==> src/rtl/pll_phase_pkg.sv <==
`default_nettype none
// ============================================================================
// Module      : pll_phase_pkg
// Description : Shared state encoding, error codes and sizing helpers for the
//               PLL dynamic phase stepper.
// Revision    : 1.0 - initial release
// ============================================================================
package pll_phase_pkg;

    // Controller states; the encoding is explicit so that it is stable across tools.
    typedef enum logic [2:0] {
        IDLE      = 3'd0,
        WAIT_LOCK = 3'd1,
        SETUP     = 3'd2,
        ASSERT_EN = 3'd3,
        WAIT_LOW  = 3'd4,
        WAIT_HIGH = 3'd5,
        FINISH    = 3'd6
    } state_t;

    // Completion status reported on err_code.
    localparam logic [1:0] ERR_NONE    = 2'b00;
    localparam logic [1:0] ERR_TIMEOUT = 2'b01;
    localparam logic [1:0] ERR_LOCK    = 2'b10;

    // Largest of three terms, used to size the shared cycle counter.
    function automatic int max3(input int a, input int b, input int c);
        int m;
        m = a;
        if (b > m) m = b;
        if (c > m) m = c;
        return m;
    endfunction

    // Bits needed to hold values 0..max_val, never less than one.
    function automatic int width_for(input int max_val);
        int w;
        w = $clog2(max_val + 1);
        if (w < 1) w = 1;
        return w;
    endfunction

endpackage
`default_nettype wire

==> src/rtl/pll_phase_stepper_if.sv <==
`default_nettype none
// ============================================================================
// Module      : pll_phase_stepper_if
// Description : Request handshake bundle for the PLL phase stepper. The
//               requester drives valid plus payload, the stepper returns ready.
// Revision    : 1.0 - initial release
// ============================================================================
interface pll_phase_stepper_if #(
    parameter int CNTSEL_W = 5,
    parameter int STEP_W   = 8
);

    logic                req_valid;
    logic                req_ready;
    logic [CNTSEL_W-1:0] req_cntsel;
    logic                req_updn;
    logic [STEP_W-1:0]   req_steps;

    // Requester side.
    modport master (
        output req_valid,
        output req_cntsel,
        output req_updn,
        output req_steps,
        input  req_ready
    );

    // Stepper side.
    modport slave (
        input  req_valid,
        input  req_cntsel,
        input  req_updn,
        input  req_steps,
        output req_ready
    );

endinterface
`default_nettype wire

==> src/rtl/sync_2ff.sv <==
`default_nettype none
// ============================================================================
// Module      : sync_2ff
// Description : Two-flop synchronizer for a single level signal that is
//               asynchronous to clk. Clears to 0 on reset.
// Revision    : 1.0 - initial release
// ============================================================================
module sync_2ff (
    input  wire logic clk,
    input  wire logic rst_n,
    input  wire logic d,
    output logic      q
);

    logic meta_q;
    logic sync_q;

    // Two back-to-back flops give the first stage a full cycle to resolve.
    always_ff @(posedge clk or negedge rst_n) begin
        if (!rst_n) begin
            meta_q <= 1'b0;
            sync_q <= 1'b0;
        end else begin
            meta_q <= d;
            sync_q <= meta_q;
        end
    end

    assign q = sync_q;

endmodule
`default_nettype wire

==> src/rtl/pll_phase_stepper.sv <==
`default_nettype none
// ============================================================================
// Module      : pll_phase_stepper
// Description : Drives a PLL dynamic phase-shift port. Each accepted request
//               issues req_steps phase_en pulses on one counter/direction,
//               handshaking each pulse against phase_done and aborting on
//               timeout or loss of PLL lock.
// Revision    : 1.0 - initial release
// ============================================================================
module pll_phase_stepper
    import pll_phase_pkg::*;
#(
    parameter int CNTSEL_W     = 5,
    parameter int STEP_W       = 8,
    parameter int EN_CYCLES    = 2,
    parameter int SETUP_CYCLES = 2,
    parameter int TIMEOUT      = 1023
) (
    input  wire logic                scanclk,
    input  wire logic                rst_n,
    pll_phase_stepper_if.slave       req,
    input  wire logic                pll_locked,
    input  wire logic                phase_done,
    output logic                     phase_en,
    output logic                     updn,
    output logic [CNTSEL_W-1:0]      cntsel,
    output logic                     busy,
    output logic                     done,
    output logic                     err,
    output logic [1:0]               err_code,
    output logic [STEP_W-1:0]        steps_done
);

    // The PLL needs phase_en high for at least two scanclk cycles, and the
    // setup/timeout windows must be at least one cycle to make sense.
    localparam int EN_EFF    = (EN_CYCLES    < 2) ? 2 : EN_CYCLES;
    localparam int SETUP_EFF = (SETUP_CYCLES < 1) ? 1 : SETUP_CYCLES;
    localparam int TO_EFF    = (TIMEOUT      < 1) ? 1 : TIMEOUT;

    // One counter is shared by SETUP, ASSERT_EN and the phase_done wait.
    localparam int CNT_W = width_for(max3(EN_EFF, SETUP_EFF, TO_EFF));

    localparam logic [CNT_W-1:0] SETUP_LAST = CNT_W'(SETUP_EFF - 1);
    localparam logic [CNT_W-1:0] EN_LAST    = CNT_W'(EN_EFF - 1);
    localparam logic [CNT_W-1:0] TO_LAST    = CNT_W'(TO_EFF - 1);

    // ------------------------------------------------------------------------
    // Synchronized PLL status
    // ------------------------------------------------------------------------
    logic locked_s;
    logic pdone_s;

    sync_2ff u_sync_locked (
        .clk   (scanclk),
        .rst_n (rst_n),
        .d     (pll_locked),
        .q     (locked_s)
    );

    sync_2ff u_sync_pdone (
        .clk   (scanclk),
        .rst_n (rst_n),
        .d     (phase_done),
        .q     (pdone_s)
    );

    // ------------------------------------------------------------------------
    // State and datapath registers
    // ------------------------------------------------------------------------
    state_t              state_q,      state_d;
    logic [CNT_W-1:0]    cnt_q,        cnt_d;
    logic [CNTSEL_W-1:0] cntsel_q,     cntsel_d;
    logic                updn_q,       updn_d;
    logic [STEP_W-1:0]   steps_q,      steps_d;
    logic [STEP_W-1:0]   steps_done_q, steps_done_d;
    logic [1:0]          err_code_q,   err_code_d;

    // Register update; reset returns everything to an idle, quiet PLL port.
    always_ff @(posedge scanclk or negedge rst_n) begin
        if (!rst_n) begin
            state_q      <= IDLE;
            cnt_q        <= '0;
            cntsel_q     <= '0;
            updn_q       <= 1'b0;
            steps_q      <= '0;
            steps_done_q <= '0;
            err_code_q   <= ERR_NONE;
        end else begin
            state_q      <= state_d;
            cnt_q        <= cnt_d;
            cntsel_q     <= cntsel_d;
            updn_q       <= updn_d;
            steps_q      <= steps_d;
            steps_done_q <= steps_done_d;
            err_code_q   <= err_code_d;
        end
    end

    // Next-state logic. Lock loss outranks timeout, which outranks progress.
    // cntsel/updn are loaded only on accept, so they stay frozen for the
    // whole request and are never disturbed while phase_en is high.
    always_comb begin
        state_d      = state_q;
        cnt_d        = cnt_q;
        cntsel_d     = cntsel_q;
        updn_d       = updn_q;
        steps_d      = steps_q;
        steps_done_d = steps_done_q;
        err_code_d   = err_code_q;

        case (state_q)
            IDLE: begin
                if (req.req_valid) begin
                    cntsel_d     = req.req_cntsel;
                    updn_d       = req.req_updn;
                    steps_d      = req.req_steps;
                    steps_done_d = '0;
                    err_code_d   = ERR_NONE;
                    cnt_d        = '0;
                    state_d      = (req.req_steps == '0) ? FINISH : WAIT_LOCK;
                end
            end

            WAIT_LOCK: begin
                if (locked_s) begin
                    cnt_d   = '0;
                    state_d = SETUP;
                end
            end

            SETUP: begin
                if (!locked_s) begin
                    err_code_d = ERR_LOCK;
                    state_d    = FINISH;
                end else if (cnt_q == SETUP_LAST) begin
                    cnt_d   = '0;
                    state_d = ASSERT_EN;
                end else begin
                    cnt_d = cnt_q + 1'b1;
                end
            end

            ASSERT_EN: begin
                if (!locked_s) begin
                    err_code_d = ERR_LOCK;
                    state_d    = FINISH;
                end else if (cnt_q == EN_LAST) begin
                    // Counter restarts here so the timeout window opens on WAIT_LOW entry.
                    cnt_d   = '0;
                    state_d = WAIT_LOW;
                end else begin
                    cnt_d = cnt_q + 1'b1;
                end
            end

            WAIT_LOW: begin
                if (!locked_s) begin
                    err_code_d = ERR_LOCK;
                    state_d    = FINISH;
                end else if (cnt_q >= TO_LAST) begin
                    err_code_d = ERR_TIMEOUT;
                    state_d    = FINISH;
                end else begin
                    cnt_d = cnt_q + 1'b1;
                    if (!pdone_s) begin
                        state_d = WAIT_HIGH;
                    end
                end
            end

            WAIT_HIGH: begin
                if (!locked_s) begin
                    err_code_d = ERR_LOCK;
                    state_d    = FINISH;
                end else if (cnt_q >= TO_LAST) begin
                    err_code_d = ERR_TIMEOUT;
                    state_d    = FINISH;
                end else if (pdone_s) begin
                    steps_done_d = steps_done_q + 1'b1;
                    cnt_d        = '0;
                    state_d      = (steps_done_d < steps_q) ? SETUP : FINISH;
                end else begin
                    cnt_d = cnt_q + 1'b1;
                end
            end

            FINISH: begin
                state_d = IDLE;
            end

            default: begin
                state_d = IDLE;
            end
        endcase
    end

    // ------------------------------------------------------------------------
    // Outputs decoded from registered state so reset silences them at once.
    // ------------------------------------------------------------------------
    assign phase_en      = (state_q == ASSERT_EN);
    assign busy          = (state_q != IDLE);
    assign req.req_ready = (state_q == IDLE);
    assign done          = (state_q == FINISH) && (err_code_q == ERR_NONE);
    assign err           = (state_q == FINISH) && (err_code_q != ERR_NONE);
    assign cntsel        = cntsel_q;
    assign updn          = updn_q;
    assign err_code      = err_code_q;
    assign steps_done    = steps_done_q;

endmodule
`default_nettype wire

==> src/flat_wrapper.sv <==
// flat-port wrapper written by rule: the top's interface ports become plain ports
module pll_phase_stepper_flat import pll_phase_pkg::*;
#(
    parameter int CNTSEL_W     = 5,
    parameter int STEP_W       = 8,
    parameter int EN_CYCLES    = 2,
    parameter int SETUP_CYCLES = 2,
    parameter int TIMEOUT      = 1023
)
  (scanclk, rst_n, pll_locked, phase_done, phase_en, updn, cntsel, busy, done, err, err_code, steps_done, req_req_valid, req_req_cntsel, req_req_updn, req_req_steps, req_req_ready);
  pll_phase_stepper_if #(.CNTSEL_W(CNTSEL_W), .STEP_W(STEP_W)) req_i ();
  input  wire logic scanclk;
  input  wire logic rst_n;
  input  wire logic pll_locked;
  input  wire logic phase_done;
  output logic phase_en;
  output logic updn;
  output logic [CNTSEL_W-1:0] cntsel;
  output logic busy;
  output logic done;
  output logic err;
  output logic [1:0] err_code;
  output logic [STEP_W-1:0] steps_done;
  input wire logic [$bits(req_i.req_valid)-1:0] req_req_valid;
  input wire logic [$bits(req_i.req_cntsel)-1:0] req_req_cntsel;
  input wire logic [$bits(req_i.req_updn)-1:0] req_req_updn;
  input wire logic [$bits(req_i.req_steps)-1:0] req_req_steps;
  output wire logic [$bits(req_i.req_ready)-1:0] req_req_ready;
  assign req_i.req_valid = req_req_valid;
  assign req_i.req_cntsel = req_req_cntsel;
  assign req_i.req_updn = req_req_updn;
  assign req_i.req_steps = req_req_steps;
  assign req_req_ready = req_i.req_ready;
  pll_phase_stepper #(.CNTSEL_W(CNTSEL_W), .STEP_W(STEP_W), .EN_CYCLES(EN_CYCLES), .SETUP_CYCLES(SETUP_CYCLES), .TIMEOUT(TIMEOUT)) u_core (.scanclk(scanclk), .rst_n(rst_n), .req(req_i), .pll_locked(pll_locked), .phase_done(phase_done), .phase_en(phase_en), .updn(updn), .cntsel(cntsel), .busy(busy), .done(done), .err(err), .err_code(err_code), .steps_done(steps_done));
endmodule
==> config.mk <==
export PLATFORM = sky130hd
export DESIGN_NAME = pll_phase_stepper_flat
export DESIGN_NICKNAME = d
export VERILOG_FILES = /design/src/rtl/pll_phase_pkg.sv /design/src/rtl/pll_phase_stepper_if.sv /design/src/rtl/sync_2ff.sv /design/src/rtl/pll_phase_stepper.sv /design/src/flat_wrapper.sv
export SDC_FILE = /design/constraint.sdc
export NUM_CORES = 1
export LEC_CHECK = 0
export ABC_AREA = 1
export CAP_MARGIN = 25
export CORE_MARGIN = 5
export CORE_UTILIZATION = 55
export DETAILED_ROUTE_END_ITERATION = 16
export HOLD_SLACK_MARGIN = 0.15
export PLACE_DENSITY = 0.81
export SYNTH_ARGS = -nofsm -noshare
export SYNTH_HDL_FRONTEND = slang
export SYNTH_SLANG_ARGS = --single-unit
==> constraint.sdc <==
create_clock -name scanclk -period 2.6 [get_ports scanclk]
set_input_delay 0.39 -clock scanclk [delete_from_list [all_inputs] [get_ports scanclk]]
set_output_delay 0.39 -clock scanclk [all_outputs]
set_load 0.02 [all_outputs]
==> impl_summary.log, run 1 <==
[metrics] initial antenna violation count: 0
[metrics] Min Hold Slack: 351.1 ps
[metrics] grt total ovfl: 0
[metrics] share of the cycle needed by the critical path after routing: 84.79%
[metrics] synthesized instance count: around 350
[metrics] maximum VDD drop: between 0.7 and 0.8 mV
[metrics] Reg clk slew, reported paths: roughly 70 ps
[metrics] clock period minus worst slack: between 2000 and 2500 ps
[metrics] achievable frequency: approximately 450 MHz
[metrics] wire length of the first global-routing pass: around 10 mm
[metrics] commonest non-fill, non-tap cells in the layout: sky130_fd_sc_hd__nand2_1 (80), sky130_fd_sc_hd__inv_1 (46), sky130_fd_sc_hd__nand3_1 (42)
[metrics] count of pins on the block boundary: 40
[metrics] number of max-slew violations in the final report: 0
[metrics] kind of start point of the critical path: register
[metrics] result of the run: finished clean
[metrics] Crit path required time: 2210 ps
[metrics] area of the die: approximately 6400 µm²
[metrics] core box area: 4755 µm²
[metrics] sequential area share after synthesis: 37.91%
[metrics] cell accounting for the most synthesized area: sky130_fd_sc_hd__dfrtp_1
[metrics] fill cell total of the finished layout: between 400 and 500
[metrics] Worst slew margin: 70.99%
[metrics] area fraction of the dominant cell type after synthesis: 37.91%
[metrics] Fin Clk Skew: 6.399 ps
[metrics] buffer depth of the longest clock path: 2
[metrics] number of levels the H-tree was split into: 2
[metrics] total area of sequential cells: 1026 µm²
[metrics] CTS Buf Count: 5
[metrics] #FFs+latches synth: 41
[metrics] type of destination of the critical path: output pin
[metrics] overall die width: 80.15 µm
[metrics] leading cell types by total area after synthesis: sky130_fd_sc_hd__dfrtp_1 (38%), sky130_fd_sc_hd__nand2_1 (11%), sky130_fd_sc_hd__nand3_1 (7.8%)
[metrics] Initial Utilization: 56.92%
[metrics] critical-path maximum fanout: 9
[metrics] count of final setup violators: 0
[metrics] Synth cell types: 35
[metrics] Fin Setup TNS: 0 ps
[metrics] DP Wirelength: 4.219 mm
[metrics] antenna cells: 0
[metrics] share of final-layout standard cells stronger than drive strength 1: 12.28%
[metrics] Site Rows: 25
[metrics] antenna viol nets, final: 0
[metrics] via count of the first global-routing pass: 2245
[metrics] total power density per cell area: 802.4 nW/µm²
[metrics] final-report hold violation count: 0
[metrics] Hold Crit Class: reg2reg
[metrics] maximum number of pins on one net before global-route repair: 42
[metrics] Syn Nets: approximately 380
[metrics] Global Route Usage Sum: 19.80%
[metrics] Port Buf Inserts: 39
[metrics] Post-Syn Area: 2706 µm²
[metrics] Iteration-0 DRC Markers: 157
[metrics] P_leak: 1.584 nW
[metrics] Hold-fix buffers, CTS: 0
[metrics] area used by multi-input combinational logic: between 1000 and 1500 µm²
[metrics] leading cell type in the layout, fill and taps excluded: sky130_fd_sc_hd__nand2_1
[metrics] signed area change from the synthesized netlist to the final layout: 19.51%
[metrics] PostCTS Resize Cnt: 0
[metrics] count of maximum capacitance violations: 0
[metrics] Pre-Repair DR Iteration Count: 4
[metrics] sinks on the clock net: 41
[metrics] Setup CP Type: reg2out
[metrics] Final GP Congestion: 0.8728
[metrics] RSZ-0062 raised after global routing: false
[metrics] post-CTS setup-driven buffer insertion count: 0
[metrics] Tightest Pin Transition: 433.6 ps
[metrics] crit path DAT: ~1800 ps
[metrics] Yosys warning total: 0
[metrics] Routed WL: 5.593 mm
[metrics] Residual DRC: 0
[metrics] total vias in the final route: 2367
[metrics] post-detailed-route wirelength per cell: 12.21 µm
[metrics] worst-skew pair later-pin latency: 300 ps
[metrics] number of nets in the finished design: about 420
[metrics] floorplan die height: around 80 µm
[metrics] Via density: 5.168
[metrics] Root Buffer: sky130_fd_sc_hd__clkbuf_8
[metrics] syn_area_per_cell: 7.777 µm²
[metrics] clock tree from TritonCTS: built
-- through the flow --
step	utilization, %	instance area, µm²	cells	power [mW]	setup slack (ps)
after floorplan	-	2706	348	1.853	538.4
after global placement	65.66	3122	448	2.170	591.5
after detailed placement	65.66	3122	448	2.196	526.7
after CTS	67.39	3204	456	2.613	379.0
after global routing	68.03	3234	458	2.815	233.2
final	68.03	3234	458	2.595	395.5
-- Yosys cell counts --
library cell / instances
sky130_fd_sc_hd__inv_1: 46
sky130_fd_sc_hd__ha_1: 15
sky130_fd_sc_hd__dfrtp_1: 41
sky130_fd_sc_hd__inv_2: 5
sky130_fd_sc_hd__nand2_4: 3
sky130_fd_sc_hd__nor2_2: 2
sky130_fd_sc_hd__buf_12: 1
sky130_fd_sc_hd__nor3_2: 1
sky130_fd_sc_hd__o21ai_2: 7
sky130_fd_sc_hd__a21oi_1: 7
sky130_fd_sc_hd__nor3_1: 4
sky130_fd_sc_hd__clkinv_1: 1
sky130_fd_sc_hd__nand4_1: 6
sky130_fd_sc_hd__o21bai_1: 1
sky130_fd_sc_hd__a21o_1: 1
sky130_fd_sc_hd__xor2_1: 5
sky130_fd_sc_hd__nand2_2: 5
sky130_fd_sc_hd__clkinv_4: 1
sky130_fd_sc_hd__buf_6: 1
sky130_fd_sc_hd__mux2_2: 6
sky130_fd_sc_hd__nor2_4: 2
sky130_fd_sc_hd__nand3b_1: 2
sky130_fd_sc_hd__nand3_4: 1
sky130_fd_sc_hd__nand3_2: 3
sky130_fd_sc_hd__o21ai_1: 1
sky130_fd_sc_hd__buf_4: 2
sky130_fd_sc_hd__buf_2: 2
sky130_fd_sc_hd__o21ai_0: 22
sky130_fd_sc_hd__nand3_1: 42
sky130_fd_sc_hd__clkbuf_2: 1
sky130_fd_sc_hd__a21oi_2: 1
sky130_fd_sc_hd__nor2_8: 1
sky130_fd_sc_hd__o211ai_1: 3
sky130_fd_sc_hd__nor2_1: 26
sky130_fd_sc_hd__nand2_1: 80
-- power breakdown --
group          internal [mW]  switching (mW)  total (mW)
clock network          0.186           0.222       0.409
registers              0.789           0.120       0.909
logic                  0.493           0.784        1.28
total                   1.47            1.13        2.60
-- routing by layer --
metal / global-route usage, % / up-vias / part of all wire, %
met1: 25.96 / 1089 / 47
met5: 0 / - / 0
met2: 32.04 / 52 / 47
met4: 6.757 / 0 / 1.6
li1: - / 1217 / -
met3: 4.596 / 9 / 4.1
-- cell type report --
cell class / instances / area share [%]
Clock inverter: 2 / 0.3095
Timing Repair Buffer: 42 / 13.08
Tap cell: 67 / 2.592
Inverter: 53 / 6.306
Multi-Input combinational cell: 247 / 43.75
Sequential cell: 41 / 31.72
Clock buffer: 6 / 2.244
-- flip-flops by register name (all words and copies together) (netlist names) --
register / count
u_core.steps_q: 8
u_core.cntsel: 5
u_core.u_sync_locked.q: 1
u_core.u_sync_pdone.q: 1
u_core.cnt_q: 10
u_core.u_sync_locked.meta_q: 1
u_core.updn: 1
u_core.state_q: 3
u_core.steps_done: 8
u_core.err_code: 2
u_core.u_sync_pdone.meta_q: 1
-- kinds of logic after synthesis --
kind of cell / synth area share (%)
multiplexers: 2.496
AO/OA/AOI/OAI: 9.524
XOR/XNOR: 1.618
adder cells (fa/ha/maj): 6.935
buffers and inverters: 9.801
flip-flops: 37.91
AND/OR/NAND/NOR: 31.72
-- critical path, stage by stage (launching register included) --
cell and delay, ps:
sky130_fd_sc_hd__dfrtp_1 500, sky130_fd_sc_hd__nor2_1 180, sky130_fd_sc_hd__nand2_1 120, sky130_fd_sc_hd__inv_2 110, sky130_fd_sc_hd__clkdlybuf4s50_1 610
-- final timing paths --
kind                       cells past startpoint                        start  slack, ps                endpoint
setup / recovery                               4            u_core.state_q[1]        400           req_req_ready
hold / removal                                 0  u_core.u_sync_locked.meta_q        350  u_core.u_sync_locked.q
setup reg to reg                              14         u_core.steps_done[0]        500       u_core.state_q[2]
hold reg to reg                                0  u_core.u_sync_locked.meta_q        350  u_core.u_sync_locked.q
max in group asynchronous                      3                        rst_n       1810         u_core.cnt_q[2]
min in group asynchronous                      3                        rst_n        590        u_core.cntsel[2]
Note: power is estimated with default switching activity, not from simulation.
==> run 2, diff against run 1 <==
- CORE_UTILIZATION: 55 -> 49
- PLACE_DENSITY: 0.81 -> 0.76
- clock period: 2.6 -> 1.8 ns (I/O delays scaled with it)
==> impl_summary.log, run 2 (same netlist as run 1, synthesis figures left out) <==
[metrics] sinks on the clock net: 41 (unchanged)
[metrics] P_leak: 1.769 nW (was 1.584 nW)
[metrics] grt total ovfl: 0 (unchanged)
[metrics] GR Layer Usage met2: 32.50% (was 32.04%)
[metrics] failing checks: negative setup slack
[metrics] floorplan die height: 84.32 µm (was 80.15 µm)
[metrics] maximum VDD drop: 0.9370 mV (was 0.7298 mV)
[metrics] clock period minus worst slack: 1922 ps
[metrics] wire length of the first global-routing pass: 11.06 mm (was 10.07 mm)
[metrics] final-report hold violation count: 0 (unchanged)
[metrics] signed area change from the synthesized netlist to the final layout: 30.79% (was 19.51%)
[metrics] maximum number of pins on one net before global-route repair: 22 (was 42)
[metrics] antenna viol nets, final: 0 (unchanged)
[metrics] achievable frequency: 520.2 MHz
[metrics] initial antenna violation count: 0 (unchanged)
[metrics] overall die width: 84.32 µm (was 80.15 µm)
[metrics] Site Rows: 27 (was 25)
[metrics] Fin Clk Skew: 7.263 ps (was 6.399 ps)
[metrics] result of the run: complete, but fails checks (was finished clean)
[metrics] Design Power: 4.323 mW (was 2.595 mW)
[metrics] Final GP Congestion: 0.8710 (was 0.8728)
[metrics] share of the cycle needed by the critical path after routing: 106.8%
[metrics] met1 capacity usage during global routing: 23.23% (was 25.96%)
[metrics] core box area: 5439 µm² (was 4755 µm²)
[metrics] number of levels the H-tree was split into: 2 (unchanged)
[metrics] Min Hold Slack: 357.6 ps (was 351.1 ps)
[metrics] type of destination of the critical path: register (was output pin)
[metrics] cell type of the slowest stage on the worst timing path: sky130_fd_sc_hd__dfrtp_2 (was sky130_fd_sc_hd__clkdlybuf4s50_1)
[metrics] leading cell type in the layout, fill and taps excluded: sky130_fd_sc_hd__nand2_1 (unchanged)
[metrics] Tightest Pin Transition: 504.8 ps (was 433.6 ps)
[metrics] number of nets in the finished design: 460 (was 424)
[metrics] post-detailed-route wirelength per cell: 12.68 µm (was 12.21 µm)
[metrics] Final WS setup: -122.2 ps (was 395.5 ps)
[metrics] Port Buf Inserts: 39 (unchanged)
[metrics] worst-skew pair later-pin latency: 300 ps (about the same)
[metrics] antenna cells: 0 (unchanged)
[metrics] Root Buffer: sky130_fd_sc_hd__clkbuf_8 (unchanged)
[metrics] Via density: 5.068 (was 5.168)
[metrics] register bank with the most flops: u_core.cnt_q (unchanged)
[metrics] fill cell total of the finished layout: 447 (was 412)
[metrics] number of max-slew violations in the final report: 0 (unchanged)
[metrics] met3 track utilization from global routing: 4.416% (was 4.596%)
[metrics] share of final-layout standard cells stronger than drive strength 1: 22.01% (was 12.28%)
[metrics] critical path, cell by cell: ha_4 -> nand3_2 -> nand3b_1 -> xor2_1 -> inv_1 -> ha_1 -> nand2_1 -> o21ai_1 -> nor2_1 -> nand2_1 -> nand2_1 -> nand2_1 -> nand2_1 -> nand2_1 (was nor2_1 -> nand2_1 -> inv_2 -> clkdlybuf4s50_1)
[metrics] count of pins on the block boundary: 40 (unchanged)
[metrics] crit path DAT: 2120 ps (was 1810 ps)
[metrics] kind of start point of the critical path: register (unchanged)
[metrics] RSZ-0062 raised after global routing: true (was false)
[metrics] Worst slew margin: 66.35% (was 70.99%)
[metrics] buffer depth of the longest clock path: 2 (unchanged)
[metrics] Residual DRC: 0 (unchanged)
[metrics] Crit path required time: 2000 ps (was 2210 ps)
[metrics] CTS Buf Count: 5 (unchanged)
[metrics] critical-path maximum fanout: 3 (was 9)
[metrics] flip-flop count of the largest register, all copies and words added: 10 (unchanged)
[metrics] total area of sequential cells: 1031 µm² (was 1026 µm²)
[metrics] Routed WL: 6.325 mm (was 5.593 mm)
[metrics] clock tree from TritonCTS: built (unchanged)
[metrics] commonest non-fill, non-tap cells in the layout: sky130_fd_sc_hd__nand2_1 (80), sky130_fd_sc_hd__inv_1 (46), sky130_fd_sc_hd__nand3_1 (41) (was sky130_fd_sc_hd__nand2_1 (80), sky130_fd_sc_hd__inv_1 (46), sky130_fd_sc_hd__nand3_1 (42))
[metrics] total power density per cell area: 1221 nW/µm² (was 802.4 nW/µm²)
[metrics] total vias in the final route: 2529 (was 2367)
[metrics] Iteration-0 DRC Markers: 198 (was 157)
[metrics] count of final setup violators: 1 (was 0)
[metrics] busiest layer in global routing: met2 (unchanged)
[metrics] Pre-Repair DR Iteration Count: 4 (unchanged)
[metrics] Most common cell on crit path: sky130_fd_sc_hd__nand2_1
[metrics] via count of the first global-routing pass: 2480 (was 2245)
[metrics] Global Route Usage Sum: 18.74% (was 19.80%)
[metrics] area used by multi-input combinational logic: 1446 µm² (was 1415 µm²)
[metrics] Setup CP Type: reg2reg (was reg2out)
[metrics] DP Wirelength: 4.927 mm (was 4.219 mm)
[metrics] area of the die: 7109 µm² (was 6423 µm²)
[metrics] largest stage delay on the critical path: 410 ps (was 610 ps)
[metrics] Initial Utilization: 49.76% (was 56.92%)
[metrics] count of maximum capacitance violations: 0 (unchanged)
[metrics] Reg clk slew, reported paths: 90 ps (was 70 ps)
[metrics] Hold Crit Class: reg2reg (unchanged)
==> run 2: changes by cell type in the layout (fill, tap and decap cells not counted), sizes merged <==
cell           previous run  this run
clkdlybuf4s50            38        32
buf                       3        39
nor2                     31        32
dlygate4sd2               0         3
bufinv                    0         1
clkinv                    4         3
clkbuf                    6         8
==> run 2: stage by stage <==
stage | worst slack [ps] | instance area [µm²] | TNS (ps) | instances | util (%)
after global placement | -41.63 | 3373 | -41.63 | 483 | 62.02
final | -122.2 | 3540 | -122.2 | 499 | 65.08
after global routing | -302.7 | 3540 | -308.2 | 499 | 65.08
after floorplan | -91.74 | 2726 | -91.74 | 348 | -
after CTS | -119.8 | 3495 | -119.8 | 493 | 64.25
after detailed placement | -115.3 | 3373 | -132.9 | 483 | 62.02
==> run 2: cell type report <==
class / count / area share [%]
sequential: 41 / 29.13
inverter: 53 / 5.762
timing repair buffer: 77 / 18.56
clock inverter: 2 / 1.096
clock buffer: 6 / 2.050
multi-input combinational: 248 / 40.86
tap: 72 / 2.545
==> run 2: path summary, 6_finish.rpt <==
kind	endpoint	slack, ps	startpoint	depth (start not counted)
worst max-delay path	u_core.state_q[2]	-120	u_core.steps_done[1]	14
worst min-delay path	u_core.u_sync_pdone.q	360	u_core.u_sync_pdone.meta_q	0
worst max register to register	u_core.state_q[2]	-120	u_core.steps_done[1]	14
worst min register to register	u_core.u_sync_pdone.q	360	u_core.u_sync_pdone.meta_q	0
max in group asynchronous	u_core.state_q[1]	750	rst_n	3
min in group asynchronous	u_core.cntsel[2]	470	rst_n	2
==> run 2: repair_timing <==
| action | in CTS | in global routing |
|---|---|---|
| resized for setup | 7 | 7 |
| hold buffers | 1 | 0 |
| gates cloned | 0 | 1 |
| endpoints found under the setup margin | 14 | 14 |
| pin swaps | 0 | 2 |
| buffers inserted | 1 | 5 |
| endpoints found under the hold margin | 19 | 0 |
==> run 2: routing by layer <==
| metal | part of all wire (%) | up-vias | wire [µm] |
|---|---|---|---|
| li1 | - | 1285 | - |
| met1 | 43 | 1179 | 2751 |
| met3 | 5.1 | 6 | 325 |
| met4 | 1.1 | 0 | 68 |
| met2 | 50 | 59 | 3180 |
| met5 | 0 | - | 0 |
==> run 2: worst max-delay path, delay by kind of cell, from the launching register on <==
family | cells | cell delay, ps
AO/OA/AOI/OAI | 1 | 70
adder cells (fa/ha/maj) | 2 | 420
buffers and inverters | 1 | 70
flip-flops | 1 | 410
XOR/XNOR | 1 | 190
AND/OR/NAND/NOR | 9 | 660
==> run 2: power by group <==
group          switching (mW)  internal [mW]
registers               0.147           1.14
clock network           0.337          0.417
logic                    1.28          0.995
total                    1.77           2.56
==> run 3, diff against run 2 <==
- ABC_AREA: 1 -> unset
- CORE_UTILIZATION: 49 -> 48
==> impl_summary.log, run 3 <==
[metrics] count of pins on the block boundary: 40 (unchanged)
[metrics] start of the worst register-to-register path: u_core.steps_done[1] (unchanged)
[metrics] CP endpoint: u_core.state_q[2] (unchanged)
[metrics] Syn Nets: 287 (was 382)
[metrics] clock period minus worst slack: 2404 ps (was 1922 ps)
[metrics] timing startpoint of the critical path: u_core.steps_done[1] (unchanged)
[metrics] RSZ-0062 raised after global routing: true (unchanged)
[metrics] leading cell type in the layout, fill and taps excluded: sky130_fd_sc_hd__buf_4 (was sky130_fd_sc_hd__nand2_1)
[metrics] area of the die: 6585 µm² (was 7109 µm²)
[metrics] number of max-slew violations in the final report: 0 (unchanged)
[metrics] CP bufs+invs: 1 (unchanged)
[metrics] Yosys warning total: 0 (unchanged)
[metrics] Synth cell types: 53 (was 35)
[metrics] Residual DRC: 0 (unchanged)
[metrics] result of the run: complete, but fails checks (unchanged)
[metrics] clock network fraction of design power: 13.2% (was 17.4%)
[metrics] number of levels the H-tree was split into: 2 (unchanged)
[metrics] final-report hold violation count: 0 (unchanged)
[metrics] Worst Reg-to-Reg Cells: 10 (was 14)
[metrics] failing checks: negative setup slack (unchanged)
[metrics] post-detailed-route wirelength per cell: 21.82 µm (was 12.68 µm)
[metrics] critical register-to-register path endpoint: u_core.state_q[2] (unchanged)
[metrics] register bank with the most flops: u_core.cnt_q (unchanged)
[metrics] floorplan die height: 81.15 µm (was 84.32 µm)
[metrics] Final Instance Count excl. Fillers: 454 (was 499)
[metrics] Routed WL: 9.907 mm (was 6.325 mm)
[metrics] sequential cell fraction of total power: 22.5% (was 29.9%)
[metrics] syn_area_per_cell: 9.604 µm² (was 7.777 µm²)
[metrics] Design Power: 5.906 mW (was 4.323 mW)
[metrics] Tightest Pin Transition: 540.9 ps (was 504.8 ps)
[metrics] overall die width: 81.15 µm (was 84.32 µm)
[metrics] Most common cell on crit path: sky130_fd_sc_hd__a21oi_1 (was sky130_fd_sc_hd__nand2_1)
[metrics] FF-to-FF setup slack: -600 ps (was -120 ps)
[metrics] power dissipated by switching net loads: 2.418 mW (was 1.767 mW)
[metrics] Setup CP Type: reg2reg (unchanged)
[metrics] top cells by count, synth: sky130_fd_sc_hd__dfrtp_1 (41), sky130_fd_sc_hd__nand2_1 (22), sky130_fd_sc_hd__o21ai_0 (22) (was sky130_fd_sc_hd__nand2_1 (80), sky130_fd_sc_hd__inv_1 (46), sky130_fd_sc_hd__nand3_1 (42))
[metrics] Port Buf Inserts: 39 (unchanged)
[metrics] count of placed standard cells including taps: 407 (was 483)
[metrics] CTS Buf Count: 5 (unchanged)
[metrics] Site Rows: 25 (was 27)
[metrics] Via density: 6.185 (was 5.068)
[metrics] number of nets in the finished design: 420 (was 460)
[metrics] cell-internal power: 3.488 mW (was 2.556 mW)
[metrics] critical-path maximum fanout: 3 (unchanged)
[metrics] Crit path required time: 1990 ps (was 2000 ps)
[metrics] synthesized instance count: 253 (was 348)
[metrics] sequential area share after synthesis: 42.22% (was 37.91%)
[metrics] Critical Path Stages: 10 (was 14)
[metrics] Worst slew margin: 63.94% (was 66.35%)
[metrics] Root Buffer: sky130_fd_sc_hd__clkbuf_8 (unchanged)
[metrics] Iteration-0 DRC Markers: 313 (was 198)
[metrics] total vias in the final route: 2808 (was 2529)
[metrics] flip-flop count of the largest register, all copies and words added: 10 (unchanged)
[metrics] core box area: 4817 µm² (was 5439 µm²)
[metrics] wire length of the first global-routing pass: 13.37 mm (was 11.06 mm)
[metrics] buffer depth of the longest clock path: 2 (unchanged)
[metrics] Post-synth top flop: sky130_fd_sc_hd__dfrtp_1 (unchanged)
[metrics] number of flops mapped to enable cells by yosys: 0 (unchanged)
[metrics] cell accounting for the most synthesized area: sky130_fd_sc_hd__dfrtp_1 (unchanged)
[metrics] achievable frequency: 416.0 MHz (was 520.2 MHz)
[metrics] largest stage delay on the critical path: 400 ps (was 410 ps)
[metrics] Pre-Repair DR Iteration Count: 5 (was 4)
[metrics] share of the cycle needed by the critical path after routing: 133.5% (was 106.8%)
[metrics] Initial Utilization: 50.44% (was 49.76%)
[metrics] kind of start point of the critical path: register (unchanged)
[metrics] fill cell total of the finished layout: 251 (was 447)
[metrics] count of maximum capacitance violations: 0 (unchanged)
[metrics] switching share of power: 40.94% (was 40.88%)
[metrics] sinks on the clock net: 41 (unchanged)
[metrics] Reg clk slew, reported paths: 90 ps (about the same)
[metrics] clock tree from TritonCTS: built (unchanged)
[metrics] worst-skew pair later-pin latency: 310 ps (was 300 ps)
[metrics] Top delay family on crit path: compound AO/OA/AOI/OAI gates (was simple AND/OR/NAND/NOR gates)
[metrics] Fin Clk Skew: 9.318 ps (was 7.263 ps)
[metrics] critical path, cell by cell: nand3_2 -> nor3_4 -> buf_6 -> xor2_1 -> ha_1 -> a211o_1 -> a21oi_1 -> a21oi_1 -> nor4b_2 -> o41ai_1 (was ha_4 -> nand3_2 -> nand3b_1 -> xor2_1 -> inv_1 -> ha_1 -> nand2_1 -> o21ai_1 -> nor2_1 -> nand2_1 -> nand2_1 -> nand2_1 -> nand2_1 -> nand2_1)
[metrics] #FFs+latches synth: 41 (unchanged)
[metrics] count of final setup violators: 22 (was 1)
[metrics] part of the power in combinational logic: 64.3% (was 52.7%)
[metrics] type of destination of the critical path: register (unchanged)
[metrics] post-synthesis async set-or-reset flop share: 100.0% (unchanged)
[metrics] cell with the most instances after synthesis: sky130_fd_sc_hd__dfrtp_1 (was sky130_fd_sc_hd__nand2_1)
[metrics] Final GP Congestion: 0.8601 (was 0.8710)
[metrics] share of final-layout standard cells stronger than drive strength 1: 45.74% (was 22.01%)
[metrics] crit path DAT: 2600 ps (was 2120 ps)
[metrics] via count of the first global-routing pass: 2763 (was 2480)
[metrics] DP Wirelength: 4.856 mm (was 4.927 mm)
[metrics] maximum VDD drop: 1.125 mV (was 0.9370 mV)
[metrics] P_leak: 1.895 nW (was 1.769 nW)
[metrics] area fraction of the dominant cell type after synthesis: 42.22% (was 37.91%)
[metrics] leading cell types by total area after synthesis: sky130_fd_sc_hd__dfrtp_1 (42%), sky130_fd_sc_hd__ha_1 (7.7%), sky130_fd_sc_hd__o21ai_0 (4.5%) (was sky130_fd_sc_hd__dfrtp_1 (38%), sky130_fd_sc_hd__nand2_1 (11%), sky130_fd_sc_hd__nand3_1 (7.8%))
[metrics] commonest non-fill, non-tap cells in the layout: sky130_fd_sc_hd__buf_4 (74), sky130_fd_sc_hd__dfrtp_1 (34), sky130_fd_sc_hd__clkdlybuf4s50_1 (33) (was sky130_fd_sc_hd__nand2_1 (80), sky130_fd_sc_hd__inv_1 (46), sky130_fd_sc_hd__nand3_1 (41))
[metrics] Post-Syn Area: 2430 µm² (was 2706 µm²)
[metrics] Final WS setup: -603.6 ps (was -122.2 ps)
[metrics] total power density per cell area: 1436 nW/µm² (was 1221 nW/µm²)
[metrics] Hold Crit Class: reg2reg (unchanged)
[metrics] initial antenna violation count: 0 (unchanged)
[metrics] grt total ovfl: 0 (unchanged)
[metrics] signed area change from the synthesized netlist to the final layout: 69.26% (was 30.79%)
[metrics] Global Route Usage Sum: 26.64% (was 18.74%)
[metrics] cell type of the slowest stage on the worst timing path: sky130_fd_sc_hd__dfrtp_2 (unchanged)
[metrics] antenna cells: 0 (unchanged)
[metrics] antenna viol nets, final: 0 (unchanged)
[metrics] maximum number of pins on one net before global-route repair: 23 (was 22)
-- run 3: cell types whose count changed after synthesis, moves of 6 or more --
cell / previous run / this run
sky130_fd_sc_hd__nand2_1: 80 / 22
sky130_fd_sc_hd__nand3_1: 42 / 9
sky130_fd_sc_hd__inv_1: 46 / 18
sky130_fd_sc_hd__nor2_1: 26 / 9
sky130_fd_sc_hd__o21ai_2: 7 / 0
sky130_fd_sc_hd__and3_1: 0 / 6
-- run 3: kinds of logic (layout without fill, tap and decap cells) --
family	count (synthesis)	in the layout	share of synthesized area (%)
XOR/XNOR	7	7	2.523
multiplexers	9	9	4.120
adder cells (fa/ha/maj)	15	15	7.724
flip-flops	41	41	42.22
AND/OR/NAND/NOR	89	90	19.83
buffers and inverters	28	161	4.943
AO/OA/AOI/OAI	64	64	18.64
-- run 3: routing by layer --
layer | share of wire [%] | vias to the layer above | GRT usage (%)
met4 | 6.0 | 0 | 14.53
met5 | 0 | - | 0
li1 | - | 1191 | -
met2 | 48 | 192 | 44.17
met1 | 40 | 1366 | 32.65
met3 | 6.6 | 59 | 4.989
-- run 3: final cells by class --
| type | count | area (µm²) | area share (%) |
|---|---|---|---|
| clock inverters | 3 | 43.79 | 1.065 |
| multi-input cells | 185 | 1623 | 39.46 |
| repair buffers | 135 | 1191 | 28.96 |
| flip-flops and latches | 41 | 1035 | 25.16 |
| inverters | 18 | 67.56 | 1.643 |
| well taps | 67 | 83.83 | 2.038 |
| clock buffers | 5 | 68.82 | 1.673 |
-- run 3: per-stage QoR --
stage          utilization, %  worst slack, ps  setup TNS (ps)  instance area (µm²)  hold slack [ps]
4_1_cts                 80.18           -425.9           -3577                 3862            365.5
2_1_floorplan               -           -358.5           -2636                 2484           -25.59
6_report                85.38           -603.6           -5483                 4113            368.4
3_5_place_dp            69.53           -490.2           -6442                 3349            276.9
5_1_grt                 85.38           -665.3           -6619                 4113            374.1
3_3_place_gp            69.53           -367.8           -6141                 3349            274.6
-- run 3: timing repair --
| item | in CTS | in global routing |
|---|---|---|
| endpoints found under the setup margin | 26 | 32 |
| hold buffers | 1 | 0 |
| hold endpoints to repair | 21 | 0 |
| pin swaps | 14 | 12 |
| gates cloned | 1 | 1 |
| buffers inserted | 26 | 13 |
| resized for setup | 63 | 48 |
-- run 3: power groups by stage --
stage	registers (mW)	logic (mW)	clock network (mW)
6_report	1.33	3.80	0.777
5_1_grt	1.35	3.98	0.813
4_1_cts	1.29	3.09	0.765
3_5_place_dp	1.30	2.40	0
3_3_place_gp	1.29	2.35	0
2_1_floorplan	1.41	1.23	0
-- run 3: worst min path at each step --
stage | startpoint | to | depth (start not counted)
floorplan | rst_n | u_core.cnt_q[0] | 0
global placement | rst_n | u_core.cntsel[1] | 1
detailed placement | rst_n | u_core.updn | 1
CTS | u_core.u_sync_locked.meta_q | u_core.u_sync_locked.q | 0
global route | u_core.u_sync_pdone.meta_q | u_core.u_sync_pdone.q | 0
finish | u_core.u_sync_locked.meta_q | u_core.u_sync_locked.q | 0
